## src/rtl/ball_engine.sv

```systemverilog
// ball_engine: per-frame ball motion, wall/paddle collisions,
// scoring and serve/point/game-over sequencing.
module ball_engine #(
  parameter int H_RES       = 640,
  parameter int V_RES       = 480,
  parameter int BALL        = 8,
  parameter int PAD_W       = 8,
  parameter int PAD_X_L     = 16,
  parameter int PAD_X_R     = 616,
  parameter int BAT_SHORT   = 48,
  parameter int BAT_LONG    = 96,
  parameter int HOLD_FRAMES = 60,
  parameter int WIN_SCORE   = 9,
  parameter int SCORE_W     = 4
) (
  input  logic               clk,
  input  logic               rst,
  input  logic               frame_tick,
  input  logic               serve,
  input  logic               en,
  input  logic               en2,
  input  logic               bat_size,
  input  logic [1:0]         mode,
  input  logic [9:0]         pad_l_y,
  input  logic [9:0]         pad_r_y,
  output logic [9:0]         ball_x,
  output logic [9:0]         ball_y,
  output logic               dir_x,
  output logic               dir_y,
  output logic [SCORE_W-1:0] score_l,
  output logic [SCORE_W-1:0] score_r,
  output logic               point,
  output logic               game_over
);

  typedef enum logic [1:0] {
    S_IDLE, S_PLAY, S_POINT, S_OVER
  } state_t;

  localparam int HW = (HOLD_FRAMES > 1) ? $clog2(HOLD_FRAMES) : 1;

  localparam logic [9:0]  CX = 10'((H_RES - BALL) / 2);
  localparam logic [9:0]  CY = 10'((V_RES - BALL) / 2);
  localparam logic [10:0] LF = 11'(PAD_X_L + PAD_W);
  localparam logic [10:0] RF = 11'(PAD_X_R - BALL);
  localparam logic [10:0] RE = 11'(H_RES - BALL);
  localparam logic [10:0] YM = 11'(V_RES - BALL);
  localparam logic [10:0] BL = 11'(BALL);
  localparam logic [10:0] VR = 11'(V_RES);
  localparam logic [SCORE_W-1:0] WIN = SCORE_W'(WIN_SCORE);
  localparam logic [HW-1:0] HLAST = HW'(HOLD_FRAMES - 1);

  state_t state, nx_state;

  logic [HW-1:0]      hold, nx_hold;
  logic [9:0]         nx_x, nx_y;
  logic               nx_dx, nx_dy, nx_pt;
  logic [SCORE_W-1:0] nx_sl, nx_sr;

  logic [10:0] bx, by, s, bat, pl, pr, px, py;
  logic        pdx, pdy;
  logic        ovl_l, ovl_r, hit_l, hit_r;
  logic        lost_l, lost_r, won, hold_done;

  assign bx  = {1'b0, ball_x};
  assign by  = {1'b0, ball_y};
  assign pl  = {1'b0, pad_l_y};
  assign pr  = {1'b0, pad_r_y};
  assign s   = {8'd0, {1'b0, mode} + 3'd1};
  assign bat = bat_size ? 11'(BAT_LONG) : 11'(BAT_SHORT);

  assign ovl_l = (by + BL > pl) && (by < pl + bat);
  assign ovl_r = (by + BL > pr) && (by < pr + bat);

  // only a ball still in front of a face can be reflected by it
  assign hit_l = !dir_x && en && (bx >= LF)
              && (bx < LF + s) && ovl_l;
  assign hit_r = dir_x && en2 && (bx <= RF)
              && (bx + s > RF) && ovl_r;

  assign lost_l = !dir_x && en && !hit_l && (bx < s);
  assign lost_r = dir_x && en2 && !hit_r && (bx + s > RE);

  assign won       = (score_l == WIN) || (score_r == WIN);
  assign hold_done = (hold == HLAST);

  always_comb begin
    px  = bx;
    pdx = dir_x;
    py  = by;
    pdy = dir_y;
    if (!dir_x) begin
      if (hit_l) begin
        px  = LF;
        pdx = 1'b1;
      end else if (bx < s) begin
        px  = '0;
        pdx = 1'b1;
      end else begin
        px = bx - s;
      end
    end else begin
      if (hit_r) begin
        px  = RF;
        pdx = 1'b0;
      end else if (bx + s > RE) begin
        px  = RE;
        pdx = 1'b0;
      end else begin
        px = bx + s;
      end
    end
    if (!dir_y) begin
      if (by < s) begin
        py  = '0;
        pdy = 1'b1;
      end else begin
        py = by - s;
      end
    end else begin
      if (by + BL + s > VR) begin
        py  = YM;
        pdy = 1'b0;
      end else begin
        py = by + s;
      end
    end
  end

  always_ff @(posedge clk or negedge rst) begin
    if (!rst) state <= S_IDLE;
    else      state <= nx_state;
  end

  always_comb begin
    nx_state = state;
    unique case (state)
      S_IDLE:
        if (serve) nx_state = S_PLAY;
      S_PLAY:
        if (frame_tick && (lost_l || lost_r))
          nx_state = S_POINT;
      S_POINT:
        if (frame_tick && hold_done)
          nx_state = won ? S_OVER : S_PLAY;
      S_OVER:
        if (serve) nx_state = S_PLAY;
    endcase
  end

  always_comb begin
    nx_x    = ball_x;
    nx_y    = ball_y;
    nx_dx   = dir_x;
    nx_dy   = dir_y;
    nx_sl   = score_l;
    nx_sr   = score_r;
    nx_pt   = 1'b0;
    nx_hold = hold;
    unique case (state)
      S_IDLE: begin
        nx_x = CX;
        nx_y = CY;
      end
      S_PLAY: begin
        if (frame_tick) begin
          if (lost_l || lost_r) begin
            nx_x    = CX;
            nx_y    = CY;
            nx_dx   = lost_r;
            nx_pt   = 1'b1;
            nx_hold = '0;
            if (lost_l && score_r != WIN)
              nx_sr = score_r + 1'b1;
            if (lost_r && score_l != WIN)
              nx_sl = score_l + 1'b1;
          end else begin
            nx_x  = px[9:0];
            nx_y  = py[9:0];
            nx_dx = pdx;
            nx_dy = pdy;
          end
        end
      end
      S_POINT: begin
        nx_x = CX;
        nx_y = CY;
        if (frame_tick)
          nx_hold = hold_done ? '0 : hold + 1'b1;
      end
      S_OVER: begin
        nx_x = CX;
        nx_y = CY;
        if (serve) begin
          nx_sl = '0;
          nx_sr = '0;
          nx_dx = 1'b1;
          nx_dy = 1'b1;
        end
      end
    endcase
  end

  always_ff @(posedge clk or negedge rst) begin
    if (!rst) begin
      ball_x    <= CX;
      ball_y    <= CY;
      dir_x     <= 1'b1;
      dir_y     <= 1'b1;
      score_l   <= '0;
      score_r   <= '0;
      point     <= 1'b0;
      game_over <= 1'b0;
      hold      <= '0;
    end else begin
      ball_x    <= nx_x;
      ball_y    <= nx_y;
      dir_x     <= nx_dx;
      dir_y     <= nx_dy;
      score_l   <= nx_sl;
      score_r   <= nx_sr;
      point     <= nx_pt;
      game_over <= (nx_state == S_OVER);
      hold      <= nx_hold;
    end
  end

endmodule

```

## config.mk

```make
export PLATFORM = sky130hd
export DESIGN_NAME = ball_engine
export DESIGN_NICKNAME = d
export VERILOG_FILES = /design/src/rtl/ball_engine.sv
export SDC_FILE = /design/constraint.sdc
export NUM_CORES = 1
export LEC_CHECK = 0
export ABC_CLOCK_PERIOD_IN_PS = 6600
export BUFFER_PORTS_ARGS = -buffer_cell sky130_fd_sc_hd__buf_2
export CAP_MARGIN = 20
export CORE_MARGIN = 8
export CORE_UTILIZATION = 45
export DETAILED_ROUTE_END_ITERATION = 16
export PLACE_DENSITY_LB_ADDON = 0.12
export SLEW_MARGIN = 0
export SYNTH_ARGS = -nofsm -noshare
export SYNTH_HDL_FRONTEND = slang
export SYNTH_SLANG_ARGS = --single-unit
```

## constraint.sdc

```tcl
create_clock -name clk -period 6.6 [get_ports clk]
set_clock_uncertainty 0.05 [all_clocks]
set_input_delay 0.99 -clock clk [delete_from_list [all_inputs] [get_ports clk]]
set_output_delay 0.99 -clock clk [all_outputs]
set_load 0.02 [all_outputs]
```

==> summary.md <==
| Metric | Value |
|---|---|
| Asr flop ratio synth | `1.00` |
| Syn. warnings | `0` |
| Max VDD drop | `around 0.00019 V` |
| Syn Nets | `roughly 700` |
| Initial antenna violation count | `0` |
| Final net count | `approximately 740` |
| WP data required | `between 6 and 7 ns` |
| Routed wire length | `approximately 14 mm` |
| Clock transition at path regs | `approximately 0.09 ns` |
| Top delay family on crit path | `compound AO/OA/AOI/OAI gates` |
| Worst Tran Pin Value | `roughly 1.0 ns` |
| Uppermost layer routed | `met4` |
| Critical path class | `in -> reg` |
| Sequential share of the synthesized area | `0.212` |
| Synth unique cells | `75` |
| Worst reg2reg startpoint | `ball_y[3]` |
| Pre-CTS WS | `about 1.6 ns` |
| Area Growth Syn to Fin | `9.10%` |
| Die width | `between 100 and 150 um` |
| Core outline area | `10300 sq um` |
| Final Slew Violations | `0` |
| CTS Hold Bufs | `0` |
| ANT cells | `0` |
| Final setup viols | `0` |
| Routability cong. | `just over 0.9` |
| Slew headroom | `0.318` |
| Met2 wire len | `~6.1 mm` |
| Tot GR Track Use | `0.188` |
| Root Buffer | `clkbuf_8` |
| Clock sink total | `40` |
| Gr ovfl total | `0` |
| DRT Pass-1 Iters | `5` |
| Share of layout cells above drive strength 1 | `0.144` |
| Most frequent cells in the layout | `ha_1, inv_1, buf_2` |
| Starting Density | `0.463` |
| Sequential power share | `0.268` |
| Crit path DAT | `~4.8 ns` |
| Die height | `roughly 120 um` |
| Psw | `802 uW` |
| FF+latch count, synth | `40` |
| IO Pins | `between 60 and 70` |
| Critical Path Start | `mode[0]` |
| DRC | `0` |
| Storage element area | `1020 sq um` |
| Remaining antenna violation count | `0` |
| CTS Buf Count | `5` |
| CP max stage delay | `about 0.53 ns` |
| Via density | `around 5.9` |
| Clock Tree Buf Depth | `2` |
| CTS H-tree depth | `2` |
| Minimum clock period | `between 4 and 5 ns` |
| Hold_sp | `score_l[3]` |
| Post-Route M1 WL | `between 6 and 7 mm` |
| Mapped Area | `roughly 4800 sq um` |
| Vias in the first global route | `~4.6k` |
| CP Cell Sequence | `buf_2 -> ha_1 -> fa_1 -> or3b_1 -> or4_1 -> a31oi_2 -> o2111ai_1 -> o311a_1 -> a211o_4 -> nand2_1 -> a21oi_1 -> a32o_1` |
| CP max stage cell | `fa_1` |
| Most common cell after layout, fill and taps aside | `ha_1` |
| Row cnt | `37` |
| Clock power frac | `0.104` |
| P_leak | `roughly 2.4 nW` |
| Synth Instances | `606` |
| Min-delay worst type | `reg -> reg` |
| DP Wirelength | `about 11 mm` |
| Final worst slack | `about 1.9 ns` |
| FMAX | `approximately 0.21 GHz` |
| Clk_lat worst skew | `roughly 0.3 ns` |
| Setup Buffers After CTS | `0` |
| CP startpoint kind | `primary input` |
| Post-synth EDFFs | `0` |
| Fillcell total | `roughly 1k` |
| RSZ-0062 raised after global routing | `false` |
| Multi-input gate area | `approximately 3400 sq um` |
| Most common flop cell mapped by yosys | `dfrtp_1` |
| Period utilization | `0.707` |
| Largest net degree at the start of global routing | `41` |
| Cts repair resizes | `0` |
| Bufs and invs on worst path | `1` |
| First-pass GRT wire length | `roughly 23 mm` |
| CTS tree | `done` |
| Switch share | `0.512` |
| Max_cap viols | `0` |
| DR iter-0 viols | `340` |
| Total die area | `between 10000 and 15000 sq um` |
| Critical Path End Type | `flop` |
| Routed len/inst | `about 17 um` |
| Combinational power share | `0.628` |
| Final Hold Viols | `0` |
| DR vias | `4660` |
| Power per cell area | `between 300 and 400 nW/um^2` |
| Mean area per synthesized cell | `a little under 8 sq um` |
| Metal3 WL | `638 um` |
| Critical Path Fanout Max | `12` |
| Internal power | `roughly 760 uW` |
| Port bufs | `60` |
| Status | `finished, final reports clean` |
| Setup_tns | `0 ns` |
[metal layers]
layer,track usage,up-vias
met3,0.0293,13
met1,0.258,2233
met5,0,-
met4,0.0379,0
li1,-,2295
met2,0.305,119
[area by class of cell]
cell class | instances | area share
Inverter | 60 | 0.0431
Clock inverter | 2 | 0.00240
Clock buffer | 6 | 0.0139
Tap cell | 136 | 0.0326
Multi-Input combinational cell | 480 | 0.656
Sequential cell | 40 | 0.195
Timing Repair Buffer | 60 | 0.0575
[cell usage after synthesis, drive strengths merged (10+ instances only)]
cell / n / area (sq um)
clkbuf: 18 / 67.6
nor2b: 11 / 68.8
inv: 60 / 225
nand3: 16 / 80.1
nand2: 49 / 184
nor2: 42 / 158
ha: 64 / 801
a31oi: 15 / 100
a21o: 10 / 75.1
o21ai: 42 / 210
nor3: 25 / 125
dfstp: 12 / 315
dfrtp: 28 / 701
xnor2: 21 / 184
a21oi: 33 / 176
[worst register-to-register path, cell delays in order (launching register included)]
cell       delay (ns)
dfstp_2          0.69
ha_1             0.34
nand3_1          0.16
nor3_1           0.20
xnor2_1          0.31
ha_1             0.35
nand4_1          0.10
nor3_1           0.05
o21a_1           0.19
a2111oi_0        0.68
o311ai_0         0.33
o21ai_0          0.59
a21oi_1          0.08
nor3_1           0.32
a22o_1           0.17
[state kept, by name (all words and copies together) (netlist names)]
| name | cells |
|---|---|
| ball_x | 10 |
| score_r | 4 |
| point | 1 |
| game_over | 1 |
| state | 2 |
| score_l | 4 |
| ball_y | 10 |
| dir_x | 1 |
| dir_y | 1 |
| hold | 6 |
[logic make-up (layout without fill, tap and decap cells)]
kind of cell,after synthesis,in the layout,share of synthesized area
DFF,40,40,0.212
buffers and inverters,86,128,0.0722
xor gates and xnor gates,27,27,0.0494
adders and majority gates,68,68,0.184
AOI/OAI and AO/OA,179,179,0.256
muxes,8,8,0.0175
and+or+nand+nor,198,198,0.208
[power by group through the flow]
| stage | Sequential (mW) | Combinational, mW | Clock (mW) |
|---|---|---|---|
| detailed placement | 0.423 | 0.972 | 0 |
| CTS | 0.419 | 0.979 | 0.168 |
| global placement | 0.420 | 0.950 | 0 |
| floorplan | 0.441 | 0.693 | 0 |
| global route | 0.433 | 1.10 | 0.178 |
| finish | 0.419 | 0.984 | 0.163 |
[through the flow]
step,hold WS [ns],instances,instance area (sq um),utilization,total power [mW]
2_1_floorplan,0.467,606,4780,-,1.13
5_1_grt,0.505,784,5220,0.506,1.71
4_1_cts,0.477,784,5220,0.506,1.57
3_5_place_dp,0.464,776,5130,0.497,1.39
3_3_place_gp,0.456,776,5130,0.497,1.37
6_report,0.469,784,5220,0.506,1.57
[final timing paths]
check / end / slack, ns / cells after the start
max in group asynchronous: hold[0] / 5.15 / 1
min in group asynchronous: ball_y[1] / 0.77 / 1
max: ball_x[9] / 1.93 / 12
min: score_l[3] / 0.47 / 1
max reg2reg: ball_x[6] / 1.94 / 14
min reg2reg: score_l[3] / 0.47 / 1
No activity file was read; power rests on OpenSTA's default activity.
